**config.mk**
```make
export PLATFORM = sky130hd
export DESIGN_NAME = pll_rst_cen_gen
export DESIGN_NICKNAME = d
export VERILOG_FILES = /design/src/rtl/pll_rst_cen_pkg.sv /design/src/rtl/pll_rst_cen_gen_lock_sync.sv /design/src/rtl/pll_rst_cen_gen.sv
export SDC_FILE = /design/constraint.sdc
export NUM_CORES = 1
export LEC_CHECK = 0
export CAP_MARGIN = 25
export CORE_MARGIN = 8
export CORE_UTILIZATION = 50
export CTS_CLUSTER_DIAMETER = 200
export DETAILED_ROUTE_END_ITERATION = 8
export GPL_TIMING_DRIVEN = 1
export PLACE_DENSITY = 0.7
export SLEW_MARGIN = 20
export SYNTH_ARGS = -nofsm -noshare
export SYNTH_HDL_FRONTEND = slang
export SYNTH_SLANG_ARGS = --single-unit
```
**constraint.sdc**
```tcl
create_clock -name clk -period 4.7 [get_ports clk]
set_input_delay 0.705 -clock clk [delete_from_list [all_inputs] [get_ports clk]]
set_output_delay 0.705 -clock clk [all_outputs]
set_load 0.01 [all_outputs]
```
**src/rtl/pll_rst_cen_pkg.sv**
```systemverilog
// Shared types and phase constants for the PLL reset / clock-enable generator.
package pll_rst_cen_pkg;

  // Reset sequencer states.
  typedef enum logic [1:0] {
    WAIT_LOCK = 2'd0,
    STABILIZE = 2'd1,
    RUN       = 2'd2
  } state_t;

  // One phase-counter period spans 12 clk cycles; the enables divide it down.
  localparam int unsigned PH_MOD    = 12;
  localparam int unsigned CEN12_DIV = 3;
  localparam int unsigned CEN6_DIV  = 6;
  localparam int unsigned PH_W      = 4;
  localparam int unsigned HOLD_W    = 16;

  // Next phase value, wrapping PH_MOD-1 back to 0.
  function automatic logic [PH_W-1:0] ph_inc(input logic [PH_W-1:0] ph);
    if (ph == PH_W'(PH_MOD - 1)) begin
      return '0;
    end
    return ph + PH_W'(1);
  endfunction

  // True when the phase value is a multiple of div (div divides PH_MOD).
  function automatic logic ph_hit(input logic [PH_W-1:0] ph, input int unsigned div);
    return (32'(ph) % div) == 32'd0;
  endfunction

endpackage

```
**src/rtl/pll_rst_cen_gen_lock_sync.sv**
```systemverilog
// Generic multi-flop synchroniser for signals arriving from another clock domain.
module lock_sync #(
  parameter int unsigned STAGES = 2,
  parameter int unsigned WIDTH  = 1
) (
  input  logic             clk,
  input  logic             rst,
  input  logic [WIDTH-1:0] d,
  output logic [WIDTH-1:0] q
);

  logic [WIDTH-1:0] chain [STAGES];

  // Shift the asynchronous input through the flop chain; rst clears every stage.
  always_ff @(posedge clk) begin
    if (rst) begin
      for (int unsigned i = 0; i < STAGES; i++) begin
        chain[i] <= '0;
      end
    end else begin
      chain[0] <= d;
      for (int unsigned i = 1; i < STAGES; i++) begin
        chain[i] <= chain[i-1];
      end
    end
  end

  assign q = chain[STAGES-1];

endmodule

```
**src/rtl/pll_rst_cen_gen.sv**
```systemverilog
// Post-PLL reset sequencer and phase-aligned clock-enable generator (36 MHz domain).
module pll_rst_cen_gen
  import pll_rst_cen_pkg::*;
#(
  parameter int unsigned SYNC_STAGES = 2,
  parameter int unsigned HOLD_CYCLES = 1024,
  parameter int unsigned Q_PHASE     = 2
) (
  input  logic clk,
  input  logic rst,
  input  logic pll_locked,
  input  logic soft_rst,
  output logic core_rst,
  output logic cen_12,
  output logic cen_6,
  output logic cen_6q,
  output logic cen_3,
  output logic ready
);

  if (SYNC_STAGES < 2 || SYNC_STAGES > 4) begin : g_bad_sync_stages
    $error("pll_rst_cen_gen: SYNC_STAGES must be in 2..4");
  end
  if (HOLD_CYCLES < 16 || HOLD_CYCLES > 65535) begin : g_bad_hold_cycles
    $error("pll_rst_cen_gen: HOLD_CYCLES must be in 16..65535");
  end
  if (Q_PHASE < 1 || Q_PHASE > 5) begin : g_bad_q_phase
    $error("pll_rst_cen_gen: Q_PHASE must be in 1..5");
  end

  localparam logic [HOLD_W-1:0] HOLD_LAST = HOLD_W'(HOLD_CYCLES - 1);
  localparam logic [PH_W-1:0]   Q_PH_A    = PH_W'(Q_PHASE);
  localparam logic [PH_W-1:0]   Q_PH_B    = PH_W'(Q_PHASE + CEN6_DIV);

  logic              lock_s;
  state_t            state, nxt_state;
  logic [HOLD_W-1:0] hold, nxt_hold;
  logic [PH_W-1:0]   ph, nxt_ph;
  logic              core_rst_d, ready_d;
  logic              cen_12_d, cen_6_d, cen_6q_d, cen_3_d;

  lock_sync #(
    .STAGES(SYNC_STAGES),
    .WIDTH (1)
  ) u_lock_sync (
    .clk(clk),
    .rst(rst),
    .d  (pll_locked),
    .q  (lock_s)
  );

  // State, hold counter and phase counter registers.
  always_ff @(posedge clk) begin
    if (rst) begin
      state <= WAIT_LOCK;
      hold  <= '0;
      ph    <= '0;
    end else begin
      state <= nxt_state;
      hold  <= nxt_hold;
      ph    <= nxt_ph;
    end
  end

  // Next-state logic: loss of lock beats soft_rst beats normal progression.
  always_comb begin
    nxt_state = state;
    nxt_hold  = hold;
    nxt_ph    = ph;
    unique case (state)
      WAIT_LOCK: begin
        nxt_hold = '0;
        nxt_ph   = '0;
        if (lock_s) begin
          nxt_state = STABILIZE;
        end
      end
      STABILIZE, RUN: begin
        if (!lock_s) begin
          nxt_state = WAIT_LOCK;
          nxt_hold  = '0;
          nxt_ph    = '0;
        end else if (soft_rst) begin
          nxt_state = STABILIZE;
          nxt_hold  = '0;
          nxt_ph    = '0;
        end else begin
          nxt_ph = ph_inc(ph);
          if (state == STABILIZE) begin
            if (hold == HOLD_LAST) begin
              nxt_state = RUN;
            end else begin
              nxt_hold = hold + HOLD_W'(1);
            end
          end
        end
      end
      default: begin
        nxt_state = WAIT_LOCK;
        nxt_hold  = '0;
        nxt_ph    = '0;
      end
    endcase
  end

  // Output decode from the next state/phase so the registered outputs line up
  // with the registered ph they describe (first STABILIZE cycle sees ph=0).
  always_comb begin
    core_rst_d = 1'b1;
    ready_d    = 1'b0;
    cen_12_d   = 1'b0;
    cen_6_d    = 1'b0;
    cen_6q_d   = 1'b0;
    cen_3_d    = 1'b0;
    if (nxt_state != WAIT_LOCK) begin
      cen_12_d = ph_hit(nxt_ph, CEN12_DIV);
      cen_6_d  = ph_hit(nxt_ph, CEN6_DIV);
      cen_3_d  = (nxt_ph == '0);
      cen_6q_d = (nxt_ph == Q_PH_A) || (nxt_ph == Q_PH_B);
    end
    if (nxt_state == RUN) begin
      core_rst_d = 1'b0;
      ready_d    = 1'b1;
    end
  end

  // Registered outputs.
  always_ff @(posedge clk) begin
    if (rst) begin
      core_rst <= 1'b1;
      ready    <= 1'b0;
      cen_12   <= 1'b0;
      cen_6    <= 1'b0;
      cen_6q   <= 1'b0;
      cen_3    <= 1'b0;
    end else begin
      core_rst <= core_rst_d;
      ready    <= ready_d;
      cen_12   <= cen_12_d;
      cen_6    <= cen_6_d;
      cen_6q   <= cen_6q_d;
      cen_3    <= cen_3_d;
    end
  end

endmodule

```
### After elaboration in Yosys (flattened, before gate mapping)

Memories as Yosys holds them, arrays and structs flattened.
Cells that the tools add are included.

| word-level totals | value |
|---|---|
| output and inout bits | 6 |
| memory bits (writable) | 2 |
| word-level logic and storage cells | 59 |
| register bits after elaboration | 28 |
| memories kept | 1 |

| operators by class | value |
|---|---|
| equal/unequal tests | 7 |
| multiplexer cells | 22 |
| $add $sub $neg | 2 |
| divide/modulo/power cells | 2 |
| reductions and logical operators | 10 |
| bitwise gates (word level) | 6 |

Memories:

| memory | depth | width | rd ports | clocked after memory_dff | write ports | line | RTL |
|---|---|---|---|---|---|---|---|
| u_lock_sync.chain | 2 | 1 | 2 | 0 | 2 | pll_rst_cen_gen_lock_sync.sv:12 | `logic [WIDTH-1:0] chain [STAGES];` |

Operators by type and width:

| cell | count |
|---|---|
| zero test 32 bit | 2 |
| modulo 4 x 2 -> 32 bit, second input constant | 1 |
| modulo 4 x 3 -> 32 bit, second input constant | 1 |
| 2-to-1 mux 4 bit | 5 |
| adder 16 x 1 -> 16 bit, second input constant | 1 |
| == test 16 x 10 -> 1 bit, second input constant | 1 |
| 2-to-1 mux 1 bit | 11 |
| 2-to-1 mux 2 bit | 5 |
| == test 4 bit, second input constant | 2 |
| adder 4 x 1 -> 4 bit, second input constant | 1 |
| == test 2 bit, second input constant | 2 |
| == test 4 x 2 -> 1 bit, second input constant | 1 |
| zero test 4 bit | 1 |
| NOT 1 bit | 4 |
| one-hot mux 2 bit (2 select lines) | 1 |
| OR reduction 2 bit | 2 |
| OR reduction 4 bit | 1 |
| == test 2 x 1 -> 1 bit, second input constant | 1 |
| zero test 2 bit | 1 |
| OR 1 bit | 2 |
| AND reduction 2 bit | 1 |
| nonzero test 2 bit | 1 |
| logical OR 1 bit | 1 |

### Depth between registers and ports, before layout

Gate-level depths: netlist of the first run.

| logic depth | value |
|---|---|
| depth in word-level cells | 11 |
| depth in mapped cells | 17 |
| depth with buffers taken out | 17 |

### By module

A second synthesis of the first run with hierarchy kept.

| second synthesis, totals | value |
|---|---|
| cell total of the unflattened synthesis | 219 |
| area total of the unflattened synthesis | 1,836.8 sq um |

Modules (own cells, without submodules):

| module | cells each | sequential area each (sq um) | area an instance (sq um) | instances |
|---|---|---|---|---|
| pll_rst_cen_gen | 215 | 560.5 | 1,784.2 | 1 |
| lock_sync | 4 | 40.0 | 52.6 | 1 |

### Worst setup path before layout of the first run

No wires, ideal clock.

| timing | value |
|---|---|
| path type | reg-to-reg |
| from | reg ph[0] |
| to | reg cen_12 |
| setup slack | 1.150 ns |
| arrival | 3.447 ns |
| stages on the path, launching flop included | 16 |
| path buffers | 0 |
| cells stage by stage | dfxtp_1 > ha_1 > or3b_4 > and2_4 > or3_4 > inv_1 > ha_1 > inv_1 > a31o_2 > nand4_1 > o21a_1 > inv_1 > ha_1 > or3_1 > o32a_1 > a2111oi_2 |

| on the way | value |
|---|---|
| word-level cells in the longest chain between the ends | 11 |
| elaborated cells between the ends (all ways) | 12 |
| those cells by class | add/sub: 1; div: 1; eq/ne: 1; mux: 8; reduce/logical: 1 |

Ends and longest elaborated chain:

| item | line | RTL |
|---|---|---|
| start, declared | pll_rst_cen_gen.sv:38 | `logic [PH_W-1:0] ph, nxt_ph;` |
| start signal, assigned | pll_rst_cen_gen.sv:61 | `ph <= nxt_ph;` |
| == test 4 bit | pll_rst_cen_pkg.sv:20 | `if (ph == PH_W'(PH_MOD - 1)) begin` |
| 2-to-1 mux 1 bit | pll_rst_cen_pkg.sv:20 |  |
| 2-to-1 mux 1 bit | pll_rst_cen_gen.sv:83 | `end else if (soft_rst) begin` |
| 2-to-1 mux 1 bit | pll_rst_cen_gen.sv:79 | `if (!lock_s) begin` |
| 2-to-1 mux 1 bit | pll_rst_cen_gen.sv:70 | `unique case (state)` |
| 2-to-1 mux 4 bit (*) | pll_rst_cen_pkg.sv:23 | `return ph + PH_W'(1);` |
| 2-to-1 mux 4 bit (*) | pll_rst_cen_gen.sv:83 |  |
| 2-to-1 mux 4 bit (*) | pll_rst_cen_gen.sv:79 |  |
| 2-to-1 mux 4 bit (*) | pll_rst_cen_gen.sv:70 |  |
| modulo 4 x 2 -> 32 bit (*) | pll_rst_cen_pkg.sv:28 | `return (32'(ph) % div) == 32'd0;` |
| zero test 32 bit (*) | pll_rst_cen_pkg.sv:28 |  |
| end signal, assigned | pll_rst_cen_gen.sv:139 | `cen_12 <= cen_12_d;` |
| end, declared | pll_rst_cen_gen.sv:14 | `output logic cen_12,` |

Every way passes the cells marked *; elsewhere a longest branch is shown, timed or not. The select of a mux whose other input is x is not followed.
A chain may end at the register's enable or synchronous reset.

### Worst setup path after layout of the first run

Ends and elaborated chain as after synthesis.

==> reports/metrics.cfg, run 1 <==
[outcome]
status=finished clean

[power_and_ir_drop]
p_clk_frac=0.371
power.total_w=0.0004385
power_frac_comb=0.040
power.leakage_nw=0.7420
peakVddDrop_uv=196.3
power.internal_w=0.0003374
seqPwrFrac=0.589
swShare=0.2305
power_density_mw_per_mm2=231.9
p_sw_w=0.0001011

[clocking]
htreeDepth=2
cts_tree=done
holdBufCountCts=0
cts_made_buffers=5
post-cts-setup-buffers=0
cts.sinks=30
cts-root-buf=clkbuf_4
clk_pin_slew_ps=100
cts_resized=0
max-clock-path-buffers=2
insertion_delay_ps=330

[routing]
wl_per_cell_um=12.89
dr_total_vias=1380
drc=0
via_per_inst=5.412
ant_nets=0
first_pass_iters=4
finalWirelength_um=3287
drtIter0Drc=70

[timing]
max_freq_mhz=255.3
period_needed_ps=3917
rsz0062_at_grt=no
finalCritPeriodShare=0.8333
fin_worst_skew_ps=11.32
slew_headroom=0.5861
finalSetupTns_ps=0
hold_viol=0
final_max_slew_viol_count=0
worst_pin_slew_ps=615.1
setup-violations-final=0
hold_slack_ps=488.8

[die]
ios=10
coreArea_mm2=0.003284
rows=21
die_h_um=74.08
dieArea_mm2=0.005488
initial_core_util=0.5135
die_x_um=74.08

[yosys]
ys_ff_latch=30
yosysWarnings=0
synth_top_area_share=0.3561
synth_cells=194
synthArstFlopShare=0
synthTopCellsByArea=dfxtp_1 (36%), ha_1 (7.4%), xor2_1 (6.2%)
yosys.area_share.simple=0.2945
synth_compound_area_frac=0.1432
synth_mux_area_frac=0.005935
syn_nets=208
netlist_area_mm2=0.001687
yosysTopAreaCell=dfxtp_1
ys_types=56
synthXorXnorAreaFrac=0.08828
synth-edff-count=0
synth_fa_ha_area_frac=0.07418
synth_top_family_by_area=simple AND/OR/NAND/NOR gates
synthFlopType=dfxtp_1
synth-seq-area-share=0.3561
synth.avg_cell_area_um2=8.694

[global_route]
grt_pass1_wl_um=5727
grt_max_degree=19
grt_antenna_before_repair=0
track_usage=0.1352
grt_overflow_total=0
grt_pass1_vias=1372

[critical_path]
end_kind=flip-flop
crit_fanout=6
worstPathRequired_ps=4940
arrival_ps=4150
critPathKind=reg2reg
start_kind=flip-flop

[final_layout]
synthToLayoutAreaGrowth_pct=12.09
drive_gt1_frac=0.1292
fillers=321
final_common_cell=dfxtp_1
fin_util=0.5756
diodes=0
fin_nets=222
multi_input_area_mm2=0.001022
final_cell_mix=dfxtp_1 (30), nor2_1 (22), nand2_1 (15)
seq_area_um2=600.6

[min_path]
min_path_type=reg2reg

[placement]
finalWeightedCongestion=0.8181
dp_hpwl_um=2539
port_buffers=9

[job]
drv_cap=0

==> cell type report <==
| type | count | area share |
|---|---|---|
| clock inverter | 2 | 0.006618 |
| multi-input combinational | 147 | 0.5407 |
| timing repair buffer | 9 | 0.04765 |
| tap | 46 | 0.03044 |
| inverter | 15 | 0.02978 |
| sequential | 30 | 0.3177 |
| clock buffer | 6 | 0.02713 |
==> per-layer routing <==
layer  share of wire  GRT usage  wire length (µm)  vias to the layer above
li1                -          -                 -                      717
met1            0.43     0.1363              1426                      639
met2            0.50     0.2393              1657                       17
met3           0.040    0.04313               133                        7
met4           0.021    0.07761                70                        0
met5               0          0                 0                        -
==> worst paths after layout <==
| path | from | slack, ps | depth (start not counted) | endpoint |
|---|---|---|---|---|
| max | ph[0]$_SDFF_PP0_ | 780 | 15 | cen_12$_SDFF_PP0_ |
| min | u_lock_sync.chain[0][0]$_SDFF_PP0_ | 490 | 1 | u_lock_sync.chain[0][1]$_SDFF_PP0_ |
| max reg2reg | ph[0]$_SDFF_PP0_ | 780 | 15 | cen_12$_SDFF_PP0_ |
| min reg2reg | u_lock_sync.chain[0][0]$_SDFF_PP0_ | 490 | 1 | u_lock_sync.chain[0][1]$_SDFF_PP0_ |
==> flip-flops by register name (all words and copies together) (netlist names) <==
register	flops
cen_12	1
cen_3	1
cen_6	1
cen_6q	1
core_rst	1
hold	16
ph	4
ready	1
state	2
u_lock_sync.chain	2
==> cells by family (layout without fill, tap and decap cells) <==
group,Yosys count,in the layout
AO/OA/AOI/OAI,31,31
multiplexers,1,1
XOR/XNOR,17,17
adder cells (fa/ha/maj),10,10
AND/OR/NAND/NOR,88,88
flip-flops,30,30
buffers and inverters,17,32
==> Yosys cell counts (3+ instances only) <==
| master | n |
|---|---|
| dfxtp_1 | 30 |
| nor2_1 | 22 |
| nand2_1 | 15 |
| inv_1 | 13 |
| nand3_1 | 13 |
| xor2_1 | 12 |
| a21oi_1 | 10 |
| ha_1 | 10 |
| xnor2_1 | 5 |
| a31oi_1 | 3 |
| nand4_1 | 3 |
| nor3_1 | 3 |
| o21ai_0 | 3 |
==> worst max-delay path, cell delays in order, from the launching register on <==
cell,delay (ps)
dfxtp_1,440
ha_1,250
or3b_4,400
and2_4,190
or3_4,400
inv_1,70
ha_1,210
inv_1,90
a31o_2,230
nand4_1,100
o21a_1,170
inv_1,50
ha_1,280
or3_1,380
o32a_1,200
a2111oi_2,340
==> power groups by stage <==
stage / Sequential (W) / Clock (W) / Combinational [W]
2_1_floorplan: 0.000265 / 0 / 0.00000861
3_3_place_gp: 0.000264 / 0 / 0.0000167
3_5_place_dp: 0.000264 / 0 / 0.0000174
4_1_cts: 0.000258 / 0.000170 / 0.0000175
5_1_grt: 0.000259 / 0.000182 / 0.0000189
6_report: 0.000258 / 0.000163 / 0.0000175
==> stage by stage <==
stage / setup slack [ps] / instance area (µm²) / std cells
6_report: 783.4 / 1891 / 255
5_1_grt: 552.7 / 1891 / 255
4_1_cts: 777.6 / 1891 / 255
3_5_place_dp: 619.6 / 1827 / 247
3_3_place_gp: 748.7 / 1827 / 247
2_1_floorplan: 1150 / 1687 / 194
No activity file was read; power rests on OpenSTA's default activity.
==> run 2, diff against run 1 <==
--- a/config.mk
+++ b/config.mk
@@ -11,7 +11,7 @@
 export CTS_CLUSTER_DIAMETER = 200
 export DETAILED_ROUTE_END_ITERATION = 8
 export GPL_TIMING_DRIVEN = 1
-export PLACE_DENSITY = 0.7
+export PLACE_DENSITY = 0.72
 export SLEW_MARGIN = 20
 export SYNTH_ARGS = -nofsm -noshare
 export SYNTH_HDL_FRONTEND = slang
==> constraint.sdc (replaced) <==
create_clock -name clk -period 3.6 [get_ports clk]
set_input_delay 0.54 -clock clk [delete_from_list [all_inputs] [get_ports clk]]
set_output_delay 0.54 -clock clk [all_outputs]
set_load 0.01 [all_outputs]
==> run 2 against run 1 <==
Count of clock-buffer cells in the layout increased by 1. Core utilization increased by 4.3 points. Wire length increased by 13%. Cell count increased by 5.1%. Largest power group unchanged. Final area increased by 7.5%. Sequential cell count unchanged.
==> reports/metrics.cfg, run 2 (synthesis gave the netlist of run 1 again) <==
[outcome]
status=finished clean

[global_route]
grt_max_degree=19
grt_pass1_vias=1561
grt_overflow_total=0
track_usage=0.1467
grt_antenna_before_repair=0
grt_pass1_wl_um=6410

[routing]
wl_per_cell_um=13.92
dr_total_vias=1521
ant_nets=0
first_pass_iters=4
drtIter0Drc=98
drc=0
finalWirelength_um=3730
via_per_inst=5.675

[clocking]
cts-root-buf=clkbuf_4
holdBufCountCts=0
htreeDepth=2
cts.sinks=30
clk_pin_slew_ps=90
insertion_delay_ps=320
cts_made_buffers=5
max-clock-path-buffers=2
cts_tree=done

[power_and_ir_drop]
power_density_mw_per_mm2=266.0
power.total_w=0.0005404
peakVddDrop_uv=244.4
power.internal_w=0.0004209
p_clk_frac=0.331
seqPwrFrac=0.622
power_frac_comb=0.047
power.leakage_nw=0.7912
p_sw_w=0.0001195
swShare=0.2211

[final_layout]
drive_gt1_frac=0.2162
final_cell_mix=dfxtp_1 (28), nor2_1 (22), nand2_1 (15)
fin_nets=236
regMostFlops=hold
final_common_cell=dfxtp_1
final_cell_count_no_fill=268
diodes=0
synthToLayoutAreaGrowth_pct=20.47
largest_reg_flops=16
final_area_mm2=0.002032
reg_top3=hold: 16 flops, ph: 4 flops
fin_util=0.6187

[die]
rows=21
initial_core_util=0.5135
die_h_um=74.08
ios=10
die_x_um=74.08
coreArea_mm2=0.003284
dieArea_mm2=0.005488

[placement]
placedCellCount=260
finalWeightedCongestion=0.9701
dpl_cell_area_mm2=0.001924
port_buffers=9
dp_hpwl_um=2836

[critical_path]
end_kind=flip-flop
start_kind=flip-flop
slowest_stage=or4b_4
crit_fanout=5
path_cells=ha_4 > or3b_4 > and2_4 > buf_4 > nor2_1 > ha_1 > a31o_2 > nand4_1 > o21a_1 > inv_1 > ha_2 > inv_2 > nand3_1 > or4b_4 > a2111oi_4
worstPathRequired_ps=3820
slowest_delay_ps=540
arrival_ps=3730
critPathKind=reg2reg

[timing]
fin_worst_skew_ps=13.46
max_freq_mhz=285.2
finalCritPeriodShare=0.9738
hold_viol=0
hold_slack_ps=464.9
setup-violations-final=0
slew_headroom=0.6000
rsz0062_at_grt=no
worst_pin_slew_ps=594.5
period_needed_ps=3506
final_max_slew_viol_count=0

[min_path]
min_path_type=reg2reg

[job]
drv_cap=0

run 2: timing repair:
action	in CTS	in global routing
hold endpoints to repair	0	0
setup endpoints to repair	1	1
gates resized for setup	3	12
pin swaps	0	3
setup buffers	0	1
run 2: worst max-delay path: cells and delay by family, from the launching register on:
| family | cells | cell delay [ps] |
|---|---|---|
| AND/OR/NAND/NOR | 6 | 1420 |
| AO/OA/AOI/OAI | 3 | 730 |
| adder cells (fa/ha/maj) | 3 | 620 |
| flip-flops | 1 | 380 |
| buffers and inverters | 3 | 270 |
run 2: stage by stage:
step	setup TNS, ps	worst slack (ps)
after global routing	0	5.074
final	0	94.21
after global placement	0	38.90
after floorplan	0	49.70
after CTS	0	9.475
after detailed placement	-78.99	-78.99
run 2: power by group through the flow:
stage	logic, W	clock network, W	registers (W)
floorplan	0.0000112	0	0.000345
global placement	0.0000239	0	0.000345
detailed placement	0.0000247	0	0.000345
CTS	0.0000249	0.000186	0.000337
global route	0.0000280	0.000201	0.000337
finish	0.0000254	0.000179	0.000336
run 2: routing by layer:
| metal | GRT usage | vias up | routed length (µm) |
|---|---|---|---|
| li1 | - | 739 | - |
| met4 | 0.06874 | 0 | 102 |
| met5 | 0 | - | 0 |
| met3 | 0.04582 | 12 | 194 |
| met2 | 0.2705 | 42 | 1908 |
| met1 | 0.1451 | 728 | 1525 |
run 2: path summary, 6_finish.rpt:
check	to	depth (start not counted)	startpoint	slack [ps]
setup reg to reg	cen_12$_SDFF_PP0_	15	ph[1]$_SDFF_PP0_	90
hold / removal	u_lock_sync.chain[0][1]$_SDFF_PP0_	1	u_lock_sync.chain[0][0]$_SDFF_PP0_	460
setup / recovery	cen_12$_SDFF_PP0_	15	ph[1]$_SDFF_PP0_	90
hold reg to reg	u_lock_sync.chain[0][1]$_SDFF_PP0_	1	u_lock_sync.chain[0][0]$_SDFF_PP0_	460
run 2: cell type report:
type	count	area [µm²]
Clock buffer	7	45.04
Multi-Input combinational cell	147	1072
Inverter	15	56.30
Sequential cell	30	605.6
Tap cell	46	57.56
Fill cell	303	1252
Timing Repair Buffer	23	195.2
